`src/rtl/link_ddr_pkg.sv`:
```
// Shared constants and helpers for the DDR source-synchronous link.
// Used by both the upstream transmitter and the downstream receiver.
// No ports; provides beat-geometry helpers, default derived constants
// and a beat-index typedef for the default geometry.
package link_ddr_pkg;

    localparam int unsigned DEF_CHANNEL_WIDTH = 8;
    localparam int unsigned DEF_NUM_CHANNELS  = 2;
    localparam int unsigned DEF_CORE_WIDTH    = 64;

    // One beat carries both DDR halves of every channel.
    function automatic int unsigned beat_width(int unsigned cw, int unsigned nc);
        return 2 * cw * nc;
    endfunction

    function automatic int unsigned beats_per_word(int unsigned core, int unsigned cw,
                                                   int unsigned nc);
        return core / beat_width(cw, nc);
    endfunction

    // Counter width that stays at least 1 bit when the range collapses to one value.
    function automatic int unsigned idx_width(int unsigned n);
        return (n > 1) ? $clog2(n) : 1;
    endfunction

    localparam int unsigned BEAT_WIDTH     = beat_width(DEF_CHANNEL_WIDTH, DEF_NUM_CHANNELS);
    localparam int unsigned BEATS_PER_WORD = beats_per_word(DEF_CORE_WIDTH, DEF_CHANNEL_WIDTH,
                                                            DEF_NUM_CHANNELS);
    localparam int unsigned BEAT_IDX_W     = idx_width(BEATS_PER_WORD);

    typedef logic [BEAT_IDX_W-1:0] beat_idx_t;

endpackage

```
`src/rtl/link_rx_fifo.sv`:
```
// Synchronous receive FIFO with a registered head word.
// Ports: clk, rst (sync, active-high), push/push_data write side,
// pop read side, full/empty status, head = current head word.
// head holds its last value once the FIFO drains.
module link_rx_fifo #(
    parameter int unsigned WIDTH = 64,
    parameter int unsigned DEPTH = 8
) (
    input  logic             clk,
    input  logic             rst,
    input  logic             push,
    input  logic [WIDTH-1:0] push_data,
    input  logic             pop,
    output logic             full,
    output logic             empty,
    output logic [WIDTH-1:0] head
);

    localparam int unsigned PW = $clog2(DEPTH);

    logic [WIDTH-1:0] mem [DEPTH];
    logic [PW-1:0]    wr_ptr;
    logic [PW-1:0]    rd_ptr;
    logic [PW-1:0]    rd_next;
    logic [PW:0]      count;
    logic             do_push;
    logic             do_pop;

    assign full    = (count == (PW+1)'(DEPTH));
    assign empty   = (count == '0);
    assign do_pop  = pop && !empty;
    // A pop frees the slot, so a push into a full FIFO is allowed alongside it.
    assign do_push = push && (!full || do_pop);
    assign rd_next = rd_ptr + 1'b1;

    always_ff @(posedge clk) begin
        if (do_push) begin
            mem[wr_ptr] <= push_data;
        end
    end

    always_ff @(posedge clk) begin
        if (rst) begin
            wr_ptr <= '0;
            rd_ptr <= '0;
            count  <= '0;
            head   <= '0;
        end else begin
            if (do_push) begin
                wr_ptr <= wr_ptr + 1'b1;
            end
            if (do_pop) begin
                rd_ptr <= rd_next;
            end
            if (do_push && !do_pop) begin
                count <= count + 1'b1;
            end else if (do_pop && !do_push) begin
                count <= count - 1'b1;
            end
            // Head follows the next surviving word; held when nothing remains.
            if (do_pop) begin
                if (count > (PW+1)'(1)) begin
                    head <= mem[rd_next];
                end else if (do_push) begin
                    head <= push_data;
                end
            end else if (empty && do_push) begin
                head <= push_data;
            end
        end
    end

endmodule

```
`src/rtl/link_ddr_downstream_rx.sv`:
```
// Receive end of the DDR source-synchronous link.
// Reassembles per-channel beats into CORE_WIDTH words, buffers them in
// link_rx_fifo and hands them to the core over valid/ready. Credits are
// returned by toggling token_o once per TOKEN_BATCH consumed words.
// Ports: clk, rst (sync, active-high); io_valid_i/io_data_i link side;
// core_valid_o/core_data_o/core_ready_i core side; token_o credit line;
// overflow_o and chan_err_o sticky error flags.
// Optional: define LINK_RX_WORD_CNT_EN to add words_rcvd_o, a saturating
// 16-bit count of words accepted into the FIFO.
module link_ddr_downstream_rx
    import link_ddr_pkg::*;
#(
    parameter int unsigned CHANNEL_WIDTH = 8,
    parameter int unsigned NUM_CHANNELS  = 2,
    parameter int unsigned CORE_WIDTH    = 64,
    parameter int unsigned FIFO_DEPTH    = 8,
    parameter int unsigned TOKEN_BATCH   = 4
) (
    input  logic                                  clk,
    input  logic                                  rst,
    input  logic [NUM_CHANNELS-1:0]               io_valid_i,
    input  logic [NUM_CHANNELS*2*CHANNEL_WIDTH-1:0] io_data_i,
    output logic                                  core_valid_o,
    output logic [CORE_WIDTH-1:0]                 core_data_o,
    input  logic                                  core_ready_i,
    output logic                                  token_o,
    output logic                                  overflow_o,
    output logic                                  chan_err_o
`ifdef LINK_RX_WORD_CNT_EN
    ,
    output logic [15:0]                           words_rcvd_o
`endif
);

    localparam int unsigned BEAT_W = beat_width(CHANNEL_WIDTH, NUM_CHANNELS);
    localparam int unsigned BPW    = beats_per_word(CORE_WIDTH, CHANNEL_WIDTH, NUM_CHANNELS);
    localparam int unsigned BIDX_W = idx_width(BPW);
    localparam int unsigned PCNT_W = idx_width(TOKEN_BATCH);

    logic [BIDX_W-1:0]     beat_q;
    logic [CORE_WIDTH-1:0] asm_q;
    logic [CORE_WIDTH-1:0] word;
    logic [PCNT_W-1:0]     pcnt_q;
    logic                  token_q;
    logic                  overflow_q;
    logic                  chan_err_q;
    logic                  beat_ok;
    logic                  beat_partial;
    logic                  last_beat;
    logic                  push;
    logic                  pop;
    logic                  full;
    logic                  empty;

    assign beat_ok      = &io_valid_i;
    assign beat_partial = |io_valid_i && !beat_ok;
    assign last_beat    = (beat_q == BIDX_W'(BPW - 1));
    assign push         = beat_ok && last_beat;
    assign pop          = core_valid_o && core_ready_i;
    assign core_valid_o = !empty;

    // Current beat dropped into its slot over the previously assembled beats.
    always_comb begin
        word = asm_q;
        word[int'(beat_q) * BEAT_W +: BEAT_W] = io_data_i;
    end

    always_ff @(posedge clk) begin
        if (rst) begin
            beat_q <= '0;
            asm_q  <= '0;
        end else if (beat_ok) begin
            if (last_beat) begin
                beat_q <= '0;
                asm_q  <= '0;
            end else begin
                beat_q <= beat_q + 1'b1;
                asm_q  <= word;
            end
        end
    end

    always_ff @(posedge clk) begin
        if (rst) begin
            pcnt_q  <= '0;
            token_q <= 1'b0;
        end else if (pop) begin
            if (pcnt_q == PCNT_W'(TOKEN_BATCH - 1)) begin
                pcnt_q  <= '0;
                token_q <= !token_q;
            end else begin
                pcnt_q <= pcnt_q + 1'b1;
            end
        end
    end

    always_ff @(posedge clk) begin
        if (rst) begin
            overflow_q <= 1'b0;
            chan_err_q <= 1'b0;
        end else begin
            if (push && full && !pop) begin
                overflow_q <= 1'b1;
            end
            if (beat_partial) begin
                chan_err_q <= 1'b1;
            end
        end
    end

    assign token_o    = token_q;
    assign overflow_o = overflow_q;
    assign chan_err_o = chan_err_q;

`ifdef LINK_RX_WORD_CNT_EN
    logic [15:0] wcnt_q;

    always_ff @(posedge clk) begin
        if (rst) begin
            wcnt_q <= '0;
        end else if (push && (!full || pop) && (wcnt_q != 16'hFFFF)) begin
            wcnt_q <= wcnt_q + 16'd1;
        end
    end

    assign words_rcvd_o = wcnt_q;
`endif

    link_rx_fifo #(
        .WIDTH (CORE_WIDTH),
        .DEPTH (FIFO_DEPTH)
    ) u_fifo (
        .clk       (clk),
        .rst       (rst),
        .push      (push),
        .push_data (word),
        .pop       (pop),
        .full      (full),
        .empty     (empty),
        .head      (core_data_o)
    );

endmodule

```
`config.mk`:
```
export PLATFORM = sky130hd
export DESIGN_NAME = link_ddr_downstream_rx
export DESIGN_NICKNAME = d
export VERILOG_FILES = /design/src/rtl/link_ddr_pkg.sv /design/src/rtl/link_rx_fifo.sv /design/src/rtl/link_ddr_downstream_rx.sv
export SDC_FILE = /design/constraint.sdc
export NUM_CORES = 1
export LEC_CHECK = 0
export BUFFER_PORTS_ARGS = -buffer_cell sky130_fd_sc_hd__buf_2
export CORE_UTILIZATION = 49
export DETAILED_ROUTE_END_ITERATION = 10
export GPL_ROUTABILITY_DRIVEN = 0
export GPL_TIMING_DRIVEN = 0
export PLACE_DENSITY = 0.78
export SLEW_MARGIN = 15
export SYNTH_ARGS = -nofsm -noshare
export SYNTH_HDL_FRONTEND = slang
export SYNTH_HIERARCHICAL = 1
export SYNTH_SLANG_ARGS = --single-unit
```
`constraint.sdc`:
```
create_clock -name clk -period 11.5 [get_ports clk]
set_clock_uncertainty 0.15 [all_clocks]
set_input_delay 0.575 -clock clk [delete_from_list [all_inputs] [get_ports clk]]
set_output_delay 0.575 -clock clk [all_outputs]
set_load 0.02 [all_outputs]
```
* Word level (Yosys, flattened, before mapping) *
Memory sizes are Yosys's and may differ from the RTL's.
Cells that the tools add are included.

storage, ports and cells
  register bits = 144
  bits in writable memories = 512
  input port bits = 37
  memories = 1

memory list
  name        words  width  rd ports  clocked after Yosys merged registers in  wr ports  RTL line            text
  u_fifo.mem  8      64     1         0                                        1         link_rx_fifo.sv:21  logic [WIDTH-1:0] mem [DEPTH];

cells by class
  add/sub/neg operators = 7
  $lt $le $gt $ge = 1
  eq/ne operators = 3
  shift-type cells = 2
  muxes and demuxes = 12
  reductions and logical operators = 25

operators by type and width
  operator                                                                          count
  64-bit two-way mux                                                                5
  64-bit bitwise mux                                                                1
  32-bit by 34-bit variable shift with 64-bit output (first input constant)         1
  32-bit by 34-bit indexed part select with 64-bit output                           1
  6-bit negation with 34-bit output                                                 1
  1-bit logical AND                                                                 10
  4-bit two-way mux                                                                 2
  1-bit zero test                                                                   7
  3-bit by 1-bit adder with 3-bit output (second input constant)                    2
  2-bit AND reduction                                                               3
  4-bit by 1-bit adder with 4-bit output (second input constant)                    1
  4-bit equality test (second input constant)                                       1
  4-bit by 1-bit greater-than comparator with 1-bit output (second input constant)  1
  4-bit zero test                                                                   1
  2-bit nonzero test                                                                2
  4-bit by 1-bit subtractor with 4-bit output (second input constant)               1
  1-bit two-way mux                                                                 3
  3-bit by 2-bit != test with 1-bit output (second input constant)                  1
  2-bit by 1-bit adder with 2-bit output (second input constant)                    1
  2-bit equality test (second input constant)                                       1
  2-bit two-way mux                                                                 1
  2-bit OR reduction                                                                1
  1-bit adder (second input constant)                                               1
  1-bit logical OR                                                                  1

* Depth between registers and ports, before layout *
  depth after elaboration = 10
  depth in mapped cells = 13

* By module *
The synthesis kept the hierarchy.

by module, submodules not included
  module                  times used  cells each  area an instance (um^2)  sequential area each (um^2)
  link_rx_fifo            1           1,102       22,485.3                 16,856.2
  link_ddr_downstream_rx  1           308         3,248.1                  1,401.3

* Least setup slack after synthesis *
OpenSTA, ideal clock, no wires.

  kind = reg2reg
  start point = register u_fifo.count[0]
  end point = memory u_fifo.mem[0][0] (enable)
  arrival time = 7,813 ps
  required time = 10,705 ps
  path slack = 2,892 ps
  cell stages (with the launch flop) = 9
  clock period less this slack = 8,608 ps
  cell sequence = dfxtp_1 -> inv_1 -> ha_1 -> or3b_4 -> clkinv_2 -> nor2b_1 -> buf_2 -> o21ai_0 -> nor4_1

on the way
  cells in the longest elaborated chain, start to end = 8
  elaborated cells between the ends (all ways) = 10

ends and longest elaborated chain
  what                                     RTL line                      text
  start, declared                          link_rx_fifo.sv:25            logic [PW:0] count;
  start signal, assigned                   link_rx_fifo.sv:56            count <= count + 1'b1;
  start signal, assigned                   link_rx_fifo.sv:58            count <= count - 1'b1;
  4-bit zero test                          link_rx_fifo.sv:30            assign empty = (count == '0);
  net empty                                link_ddr_downstream_rx.sv:53  logic empty;
  1-bit zero test                          link_ddr_downstream_rx.sv:60  assign core_valid_o = !empty;
  1-bit logical AND                        link_ddr_downstream_rx.sv:59  assign pop = core_valid_o && core_ready_i;
  net pop                                  link_ddr_downstream_rx.sv:51  logic pop;
  1-bit logical AND                        link_rx_fifo.sv:31            assign do_pop = pop && !empty;
  1-bit logical OR                         link_rx_fifo.sv:33            assign do_push = push && (!full || do_pop);
  1-bit logical AND                        link_rx_fifo.sv:33
  1-bit two-way mux                        link_rx_fifo.sv:37            if (do_push) begin
  1-bit two-way mux (implied by the code)  link_rx_fifo.sv:38            mem[wr_ptr] <= push_data;
  end, declared                            link_rx_fifo.sv:21

The timed path passes the listed nets, and every way through them passes these cells.

* Final worst setup path *
  start point = register u_fifo.count[0]
  end point = memory u_fifo.mem[4][55] (enable)

on the way
  cells in the longest elaborated chain, start to end = 8
  elaborated cells between the ends (all ways) = 10

ends and longest elaborated chain
  what                                     RTL line                      text
  4-bit zero test                          link_rx_fifo.sv:30
  net empty                                link_ddr_downstream_rx.sv:53
  1-bit zero test                          link_ddr_downstream_rx.sv:60
  1-bit logical AND                        link_ddr_downstream_rx.sv:59
  net pop                                  link_ddr_downstream_rx.sv:51
  1-bit logical AND                        link_rx_fifo.sv:31
  1-bit logical OR                         link_rx_fifo.sv:33
  1-bit logical AND                        link_rx_fifo.sv:33
  net u_fifo.do_push                       link_rx_fifo.sv:26            logic do_push;
  1-bit two-way mux                        link_rx_fifo.sv:37
  1-bit two-way mux (implied by the code)  link_rx_fifo.sv:38

The timed path passes the listed nets, and every way through them passes these cells.

==> flow_metrics.env <==
export IMPL_end_kind="flip-flop"
export IMPL_layout_commonest_cell="edfxtp_1"
export IMPL_synthDistinctLibCells=42
export IMPL_combPwrFrac_pct=8.0
export IMPL_dieArea_um2=53400
export IMPL_cts_tree="yes"
export IMPL_postSynthAreaPerCell_um2=18.3
export IMPL_wl_met3_mm=6.22
export IMPL_wl_met1_mm=23.7
export IMPL_p_total_uw=5140
export IMPL_power_density_nw_per_um2=172
export IMPL_synth_mux_area_share_pct=14.1
export IMPL_synth_compound_area_share_pct=6.56
export IMPL_coreArea_um2=51600
export IMPL_tightestPinTransition_ps=1070
export IMPL_slew_headroom_pct=28.0
export IMPL_yosysSeqAreaShare_pct=70.9
export IMPL_grt_pass1_vias=15100
export IMPL_drv_cap=0
export IMPL_vdd_ir_drop_worst_v=0.000115
export IMPL_vias=14500
export IMPL_wl_per_cell_um=26.3
export IMPL_rsz0062_at_grt="false"
export IMPL_top_layer="met5"
export IMPL_arrival_ps=4860
export IMPL_io_buffer_count=104
export IMPL_grt_start_max_net_pins=23
export IMPL_hold_path_class="in2reg"
export IMPL_yosysWarningCount=6
export IMPL_antenna_found_initial=5
export IMPL_route_detailed_drc=0
export IMPL_clock_path_buffers=3
export IMPL_clock_sinks=656
export IMPL_drive_gt1_share_pct=34.7
export IMPL_p_clk_share_pct=41.1
export IMPL_drtIter0Drc=1679
export IMPL_p_leak_uw=0.00994
export IMPL_clock_fmax_mhz=212
export IMPL_p_int_uw=3980
export IMPL_fillers=3686
export IMPL_synth_nets=1455
export IMPL_synth_top_family_by_area="multiplexers"
export IMPL_gr_total_overflow=0
export IMPL_layout_nets=1685
export IMPL_cts_hold_fix_buffers=0
export IMPL_die_h_um=231
export IMPL_synthSimpleGateAreaFrac_pct=4.40
export IMPL_cts_max_level=3
export IMPL_start_util_pct=49.9
export IMPL_ios=105
export IMPL_hold_viol=0
export IMPL_clk_latency_ps=600
export IMPL_status="finished, final reports clean"
export IMPL_crit_fanout=9
export IMPL_cts_made_buffers=66
export IMPL_netlist_instances=1410
export IMPL_cts_root_buffer="clkbuf_16"
export IMPL_die_x_um=231
export IMPL_period_minus_slack_ps=4720
export IMPL_p_seq_share_pct=51.0
export IMPL_whs_ps=112
export IMPL_wl_met2_mm=30.3
export IMPL_startpoint_type="flip-flop"
export IMPL_rows=83
export IMPL_synth_seq_cells=656
export IMPL_hpwl_mm=41.6
export IMPL_final_cell_mix="512 x edfxtp_1, 152 x buf_2, 144 x dfxtp_1, 128 x mux4_2, 80 x nor2_1"
export IMPL_synthXorXnorAreaFrac_pct=0.340
export IMPL_wirelength_mm=62.5
export IMPL_synth_fa_ha_area_share_pct=0.389
export IMPL_p_sw_share_pct=22.7
export IMPL_crit_required_ps=11640
export IMPL_setup_viol=0
export IMPL_dr_pass1_iters=5
export IMPL_cts_setup_buffers=0
export IMPL_clk_pin_slew_ps=60
export IMPL_grt_pass1_wl_mm=93.0
export IMPL_min_period_over_period_pct=41.0
export IMPL_report_final_slew_viol_count=0
export IMPL_grt_usage_pct=23.8
export IMPL_setup_tns_ps=0
export IMPL_syn_area_um2=25700
export IMPL_synthToLayoutAreaGrowth_pct=16.2
export IMPL_via_per_inst=6.09
export IMPL_timing_worst_setup_path_type="reg2reg"
export IMPL_ant_nets=0
export IMPL_cts_repair_resized=0
export IMPL_switching_power_uw=1170
==> power by group through the flow <==
stage	sequential, uW	clock [uW]	combinational, uW
after floorplan	2690	0	249
after global placement	2670	0	389
after detailed placement	2670	0	405
after CTS	2620	2140	409
after global routing	2630	2230	431
final	2620	2110	409
==> logic make-up after synthesis <==
group,count (synthesis)
adders and majority gates,8
xor gates and xnor gates,10
muxes,195
and+or+nand+nor,207
AOI/OAI and AO/OA,173
DFF,656
buffers and inverters,161
==> Yosys cell counts, drive strengths merged <==
| master | n | share of area, % |
|---|---|---|
| or3 | 1 | 0.024 |
| xor2 | 7 | 0.24 |
| nand2 | 6 | 0.088 |
| nor4 | 1 | 0.024 |
| or2 | 2 | 0.049 |
| nand3 | 2 | 0.039 |
| o22ai | 64 | 1.6 |
| mux2 | 64 | 2.8 |
| ha | 8 | 0.39 |
| clkinv | 1 | 0.019 |
| nand4 | 1 | 0.024 |
| nor2 | 84 | 1.3 |
| or3b | 1 | 0.044 |
| nand2b | 35 | 0.85 |
| dfxtp | 144 | 11 |
| o32ai | 65 | 4.0 |
| o21ai | 2 | 0.039 |
| a21oi | 38 | 0.74 |
| nor3 | 4 | 0.078 |
| mux4 | 128 | 11 |
| edfxtp | 512 | 60 |
| nand3b | 35 | 1.0 |
| buf | 61 | 1.8 |
| inv | 71 | 1.0 |
| and2 | 33 | 0.81 |
| xnor2 | 3 | 0.10 |
| or4 | 1 | 0.029 |
| o21a | 1 | 0.029 |
| o211ai | 3 | 0.16 |
| mux2i | 3 | 0.12 |
| nor2b | 1 | 0.024 |
| clkbuf | 28 | 0.41 |
==> area by class of cell <==
class / count / area, um2 / share of cell area, %
Clock buffer: 94 / 1860 / 6.21
Buffer: 89 / 564 / 1.89
Tap cell: 680 / 851 / 2.85
Clock inverter: 28 / 272 / 0.908
Antenna cell: 1 / 2.50 / 0.00837
Timing Repair Buffer: 162 / 1130 / 3.78
Multi-Input combinational cell: 593 / 6690 / 22.4
Inverter: 72 / 272 / 0.908
Sequential cell: 656 / 18300 / 61.1
==> critical path, stage by stage, from the launching register on <==
cell      delay [ps]
dfxtp_1          440
inv_1             70
ha_1             250
or3b_4           280
clkinv_2         100
nor2b_1          300
buf_2            320
o21ai_0          380
inv_1            290
nand2_1          270
nor3_2           540
buf_6            240
buf_6            170
buf_6            160
buf_4            220
buf_4            230
==> per-stage QoR <==
| stage | setup slack (ps) | instance area, um2 | instances | util [%] |
|---|---|---|---|---|
| final | 6780 | 29900 | 2375 | 57.9 |
| after floorplan | 2890 | 25700 | 1410 | - |
| after detailed placement | 6870 | 27800 | 2252 | 53.8 |
| after global placement | -3340 | 27100 | 2194 | 52.5 |
| after global routing | 6560 | 29900 | 2374 | 57.9 |
| after CTS | 6830 | 29900 | 2374 | 57.9 |
==> sequential cells by signal, summed over array words and instances (netlist names), 2 cells and up <==
name and cells:
u_fifo/rd_ptr 3, u_fifo/head 64, pcnt_q 2, u_fifo/mem 512, asm_q 64, u_fifo/wr_ptr 3
u_fifo/count 4
==> metal layers <==
| metal | GRT usage [%] | up-vias |
|---|---|---|
| li1 | - | 6031 |
| met1 | 31.6 | 7433 |
| met2 | 38.0 | 816 |
| met3 | 5.77 | 164 |
| met4 | 9.19 | 8 |
| met5 | 0 | - |
==> path summary, 6_finish.rpt <==
path,slack [ps],endpoint,start,cells past startpoint
min reg2reg,300,overflow_o,overflow_o,2
max,6780,u_fifo/mem[4][55],u_fifo/count[0],15
max reg2reg,6780,u_fifo/mem[4][55],u_fifo/count[0],15
min,110,asm_q[31],io_data_i[31],3
(Power assumes the default switching activity.)
